==> src/rtl/stlatch_pkg.sv <==
// Shared types and elaboration helpers for the latch strobe sequencer.
package stlatch_pkg;

    typedef enum logic [1:0] {
        OP_LOAD = 2'b00,
        OP_SET  = 2'b01,
        OP_CLR  = 2'b10,
        OP_NOP  = 2'b11
    } op_t;

    typedef enum logic [2:0] {
        ST_IDLE   = 3'd0,
        ST_SETUP  = 3'd1,
        ST_STROBE = 3'd2,
        ST_HOLD   = 3'd3,
        ST_DONE   = 3'd4
    } state_t;

    function automatic int max3(input int a, input int b, input int c);
        int m;
        m = a;
        if (b > m) m = b;
        if (c > m) m = c;
        return m;
    endfunction

    // One counter must cover the longest of the three timing windows.
    function automatic int cnt_width(input int s, input int g, input int h);
        return $clog2(max3(s, g, h) + 1);
    endfunction

endpackage

==> src/rtl/stlatch_phase_cnt.sv <==
// Loadable down-counter; o_tc flags the last cycle of the current phase.
module stlatch_phase_cnt
    import stlatch_pkg::*;
#(
    parameter int CW = 1
) (
    input  logic          clock,
    input  logic          resb,
    input  logic          i_load,
    input  logic [CW-1:0] i_load_val,
    output logic          o_tc
);

    logic [CW-1:0] r_cnt;

    // Reload on phase entry, otherwise count down and stick at zero.
    always_ff @(posedge clock) begin
        if (!resb) begin
            r_cnt <= '0;
        end else if (i_load) begin
            r_cnt <= i_load_val;
        end else if (r_cnt != '0) begin
            r_cnt <= r_cnt - CW'(1);
        end
    end

    assign o_tc = (r_cnt == '0);

endmodule

==> src/rtl/stlatch_strobe_gen.sv <==
// Drive-side sequencer producing s/r/g strobes and d data for a clock-domain latch,
// with a shadow copy of the value the latch is expected to hold.
module stlatch_strobe_gen
    import stlatch_pkg::*;
#(
    parameter int WIDTH = 1,
    parameter int SETUP = 1,
    parameter int GATE  = 1,
    parameter int HOLD  = 1
) (
    input  logic             clock,
    input  logic             resb,
    input  logic             req,
    input  logic [1:0]       op,
    input  logic [WIDTH-1:0] wdata,
    output logic             busy,
    output logic             ack,
    output logic             s,
    output logic             r,
    output logic             g,
    output logic [WIDTH-1:0] d,
    output logic [WIDTH-1:0] shadow
);

    localparam int CW = cnt_width(SETUP, GATE, HOLD);
    // Phases of length N are timed by loading N-1 and leaving on terminal count.
    localparam logic [CW-1:0] LD_SETUP = CW'((SETUP > 0) ? SETUP - 1 : 0);
    localparam logic [CW-1:0] LD_GATE  = CW'((GATE  > 0) ? GATE  - 1 : 0);
    localparam logic [CW-1:0] LD_HOLD  = CW'((HOLD  > 0) ? HOLD  - 1 : 0);

    if (GATE < 1) begin : g_gate_check
        $error("stlatch_strobe_gen: GATE must be at least 1");
    end

    state_t             r_state;
    op_t                r_op;
    logic [WIDTH-1:0]   r_wdata;
    logic               r_busy;
    logic               r_ack;
    logic               r_s;
    logic               r_r;
    logic               r_g;
    logic [WIDTH-1:0]   r_d;
    logic [WIDTH-1:0]   r_shadow;

    state_t             w_state_nxt;
    op_t                w_op_in;
    op_t                w_op_sel;
    logic               w_accept;
    logic               w_load;
    logic [CW-1:0]      w_load_val;
    logic               w_tc;
    logic               w_busy_nxt;
    logic               w_ack_nxt;
    logic               w_s_nxt;
    logic               w_r_nxt;
    logic               w_g_nxt;
    logic [WIDTH-1:0]   w_d_nxt;
    logic [WIDTH-1:0]   w_wdata_nxt;
    logic [WIDTH-1:0]   w_shadow_nxt;

    stlatch_phase_cnt #(
        .CW(CW)
    ) u_phase_cnt (
        .clock      (clock),
        .resb       (resb),
        .i_load     (w_load),
        .i_load_val (w_load_val),
        .o_tc       (w_tc)
    );

    // Next-state, counter reload and next registered-output values.
    always_comb begin
        w_op_in      = op_t'(op);
        w_accept     = ((r_state == ST_IDLE) || (r_state == ST_DONE)) && req;
        w_op_sel     = w_accept ? w_op_in : r_op;
        w_state_nxt  = ST_IDLE;
        w_load_val   = '0;
        w_shadow_nxt = r_shadow;

        case (r_state)
            ST_IDLE, ST_DONE: begin
                if (w_accept) begin
                    if (w_op_in == OP_NOP) begin
                        w_state_nxt = ST_DONE;
                    end else if (SETUP > 0) begin
                        w_state_nxt = ST_SETUP;
                    end else begin
                        w_state_nxt = ST_STROBE;
                    end
                end else begin
                    w_state_nxt = ST_IDLE;
                end
            end
            ST_SETUP:  w_state_nxt = w_tc ? ST_STROBE : ST_SETUP;
            ST_STROBE: begin
                if (w_tc) begin
                    w_state_nxt = (HOLD > 0) ? ST_HOLD : ST_DONE;
                end else begin
                    w_state_nxt = ST_STROBE;
                end
            end
            ST_HOLD:   w_state_nxt = w_tc ? ST_DONE : ST_HOLD;
            default:   w_state_nxt = ST_IDLE;
        endcase

        // DONE->DONE on a nop is still a fresh entry, hence the accept term.
        w_load = w_accept || (w_state_nxt != r_state);

        case (w_state_nxt)
            ST_SETUP:  w_load_val = LD_SETUP;
            ST_STROBE: w_load_val = LD_GATE;
            ST_HOLD:   w_load_val = LD_HOLD;
            default:   w_load_val = '0;
        endcase

        w_busy_nxt  = (w_state_nxt == ST_SETUP) || (w_state_nxt == ST_STROBE) ||
                      (w_state_nxt == ST_HOLD);
        w_ack_nxt   = (w_state_nxt == ST_DONE);
        w_g_nxt     = (w_state_nxt == ST_STROBE) && (w_op_sel == OP_LOAD);
        w_s_nxt     = (w_state_nxt == ST_STROBE) && (w_op_sel == OP_SET);
        w_r_nxt     = (w_state_nxt == ST_STROBE) && (w_op_sel == OP_CLR);
        w_d_nxt     = (w_accept && (w_op_in == OP_LOAD)) ? wdata : r_d;
        w_wdata_nxt = w_accept ? wdata : r_wdata;

        // The shadow follows the latch at the edge that ends the strobe.
        if ((r_state == ST_STROBE) && w_tc) begin
            case (r_op)
                OP_LOAD: w_shadow_nxt = r_wdata;
                OP_SET:  w_shadow_nxt = WIDTH'(1'b1);
                OP_CLR:  w_shadow_nxt = '0;
                default: w_shadow_nxt = r_shadow;
            endcase
        end else begin
            w_shadow_nxt = r_shadow;
        end
    end

    // State, captured operation and all outputs are flops.
    always_ff @(posedge clock) begin
        if (!resb) begin
            r_state  <= ST_IDLE;
            r_op     <= OP_NOP;
            r_wdata  <= '0;
            r_busy   <= 1'b0;
            r_ack    <= 1'b0;
            r_s      <= 1'b0;
            r_r      <= 1'b0;
            r_g      <= 1'b0;
            r_d      <= '0;
            r_shadow <= '0;
        end else begin
            r_state  <= w_state_nxt;
            r_op     <= w_op_sel;
            r_wdata  <= w_wdata_nxt;
            r_busy   <= w_busy_nxt;
            r_ack    <= w_ack_nxt;
            r_s      <= w_s_nxt;
            r_r      <= w_r_nxt;
            r_g      <= w_g_nxt;
            r_d      <= w_d_nxt;
            r_shadow <= w_shadow_nxt;
        end
    end

    assign busy   = r_busy;
    assign ack    = r_ack;
    assign s      = r_s;
    assign r      = r_r;
    assign g      = r_g;
    assign d      = r_d;
    assign shadow = r_shadow;

endmodule

==> config.mk <==
export PLATFORM = sky130hd
export DESIGN_NAME = stlatch_strobe_gen
export DESIGN_NICKNAME = d
export VERILOG_FILES = /design/src/rtl/stlatch_pkg.sv /design/src/rtl/stlatch_phase_cnt.sv /design/src/rtl/stlatch_strobe_gen.sv
export SDC_FILE = /design/constraint.sdc
export NUM_CORES = 1
export LEC_CHECK = 0
export CAP_MARGIN = 20
export CORE_UTILIZATION = 42
export CTS_CLUSTER_SIZE = 10
export DETAILED_ROUTE_END_ITERATION = 12
export GPL_TIMING_DRIVEN = 0
export MAX_ROUTING_LAYER = met4
export PLACE_DENSITY = 0.73
export REMOVE_ABC_BUFFERS = 1
export SLEW_MARGIN = 30
export SYNTH_ARGS = -nofsm -noshare
export SYNTH_HDL_FRONTEND = slang
export SYNTH_HIERARCHICAL = 1
export SYNTH_SLANG_ARGS = --single-unit
==> constraint.sdc <==
create_clock -name clock -period 1.5 [get_ports clock]
set_clock_uncertainty 0.2 [all_clocks]
set_input_delay 0.15 -clock clock [delete_from_list [all_inputs] [get_ports clock]]
set_output_delay 0.15 -clock clock [all_outputs]
set_load 0.01 [all_outputs]
==> impl_metrics.toml <==
[logic_synthesis]
synth_ff_type = "dfxtp_1"
synth_edf_count = 0
synth_area_leaders = "dfxtp_1, mux2i_1, o311ai_4, ha_1, buf_6"
synth_top_area_share_pct = 44.8
syn_area_um2 = 626
yosysSeqAreaShare_pct = 44.8
yosysMostFrequentCell = "dfxtp_1"
synth.distinct_cells = 28
async_flop_share_pct = 0
yosysWarningCount = 6
synth_common_cells = "dfxtp_1, nor2_1, nand2_1"
ys_seq_elements = 14
yosys.area.top_type = "dfxtp_1"
synthCells = 60
postSynthAreaPerCell_um2 = 10.4

[placement]
io_buffers = 12
dp_slack_ns = -0.372
post-place-cells = 85
gp_congestion = 0.708
dp_hpwl_um = 820

[route]
drc = 0
drt_iter0_drc = 10
drtAntennaViolNets = 0
vias = 468
viasPerCell = 5.32
firstDrtPassIters = 4
avgRoutedWirePerCell_um = 13.0
totalWireLength_um = 1140

[die]
coreArea_um2 = 1350
die_h_um = 40.6
start_util_pct = 46.3
die_w_um = 40.6
rows = 13
dieArea_um2 = 1650
io_pins = 13

[timing]
fin_tns_setup_ns = -0.0212
finalSetupViolCount = 1
fin_crit_sh_pct = 101
rsz0062_at_grt = "yes"
max_freq_ghz = 0.657
slew_viol_final = 0
fin_ws_ns = -0.0212
hold_violations = 0
min_period_ns = 1.52

[global_routing]
antenna_found_initial = 0
grt_pass1_wl_um = 1960
use_met1_pct = 26.8
grt_max_degree = 10
grt-ovfl-total = 0
grt_pass1_vias = 435
grt_busiest_layer = "met1"
use_met3_pct = 6.67
grt_use_met2_pct = 24.6
groute.usage.overall_pct = 18.8

[final_layout]
fill_cells = 131
diodes = 0
multi_input_area_um2 = 310
area_growth_pct = 24.8
drive_above_1_share_pct = 17.8
finalNonFillerCells = 88
seqCellArea_um2 = 285
layout.nets = 83

[cts]
cts_tree = "built"
cts-root-buf = "clkbuf_4"
numClockSinks = 14
cts_hold_buf = 0
cts_buffers = 3
clk_latency_ns = 0.27
cts_setup_buffers = 0
path_clk_slew_ns = 0.08
htreeDepth = 1
cts.path.max_buffers = 2

[pwr]
power_density_nw_per_um2 = 1040
p_int_uw = 584
ir_drop_uv = 568
total_power_uw = 811
pwr-share-comb_pct = 21.3
netSwitchingFraction_pct = 27.9
power.share.sequential_pct = 53.3
leakagePower_uw = 0.000397
power.share.clock_pct = 25.4
p_sw_uw = 226

[setup_path]
start_kind = "flip-flop"
crit_required_ns = 1.45
path_class = "flip-flop to flip-flop"
rr_startpoint = "r_state[0]"
worstPathArrival_ns = 1.47
startpoint = "r_state[0]"
cp-end-kind = "flip-flop"
path_max_fanout = 8

[flow_run]
maxCapViolations = 0

[worst_hold_path]
hold_path_class = "input pin to flip-flop"
hold_path.startpoint = "wdata"

[outcome]
outcome = "complete, but fails checks"
violations = "negative setup slack"
-- critical path, stage by stage, from the launching register on --
cell,delay (ns)
dfxtp_2,0.36
or3b_4,0.48
o311ai_4,0.25
o41ai_2,0.11
-- path summary, 6_finish.rpt --
| check | depth (start not counted) | slack (ns) | end |
|---|---|---|---|
| max | 3 | -0.02 | d |
| max reg2reg | 3 | -0.02 | d |
| min reg2reg | 1 | 0.28 | s |
| min | 3 | 0.26 | d |
-- routing by layer --
layer	vias to the layer above	part of all wire, %
li1	244	-
met1	209	50
met2	15	45
met3	0	4.7
met4	0	0
met5	-	0
-- cell usage in the layout, fill, tap and decap left out, drive strengths merged, types with 2 or more instances in the layout --
master,instances
inv,4
nor2,6
clkbuf,3
dlymetal6s2s,4
a21oi,2
dfxtp,14
nand2,5
ha,2
nand2b,2
o22a,2
mux2i,4
clkdlybuf4s50,7
nor4,2
-- cell type report --
cell class / instances / share of cell area, %
Sequential cell: 14 / 36.5
Clock buffer: 3 / 2.88
Inverter: 4 / 1.92
Tap cell: 15 / 2.40
Timing Repair Buffer: 12 / 16.5
Multi-Input combinational cell: 40 / 39.7
-- through the flow --
| stage | utilization, % | hold WS, ns | cell area, um2 |
|---|---|---|---|
| 2_1_floorplan | - | 0.0119 | 603 |
| 3_3_place_gp | 55.0 | 0.290 | 742 |
| 3_5_place_dp | 55.0 | 0.293 | 742 |
| 4_1_cts | 56.9 | 0.254 | 768 |
| 5_1_grt | 57.8 | 0.276 | 781 |
| 6_report | 57.8 | 0.262 | 781 |
-- registers in the layout (all words and copies together), names as in the netlist --
register and flops:
ack 1, busy 1, d 1, g 1, r 1, r_op 2
r_state 3, r_wdata 1, s 1, shadow 1, u_phase_cnt/r_cnt 1
-- power by group through the flow --
stage	combinational, uW	clock [uW]	sequential, uW
2_1_floorplan	107	0	436
3_3_place_gp	165	0	437
3_5_place_dp	169	0	437
4_1_cts	173	215	430
5_1_grt	192	237	440
6_report	172	206	432
-- cell families (layout without fill, tap and decap cells) --
family	Yosys count	after routing	share of synthesized area [%]
and+or+nand+nor	22	22	19.6
DFF	14	14	44.8
AOI/OAI and AO/OA	10	10	17.2
buffers and inverters	6	19	6.00
muxes	4	4	6.40
adders and majority gates	2	2	4.00
other	1	1	0.599
xor gates and xnor gates	1	1	1.40
-- repair_timing --
item / 4_1_cts / 5_1_grt
pin swaps: 1 / 1
resized for setup: 4 / 6
endpoints found under the setup margin: 9 / 9
endpoints found under the hold margin: 0 / 0
Power figures use the tool's default switching activity.
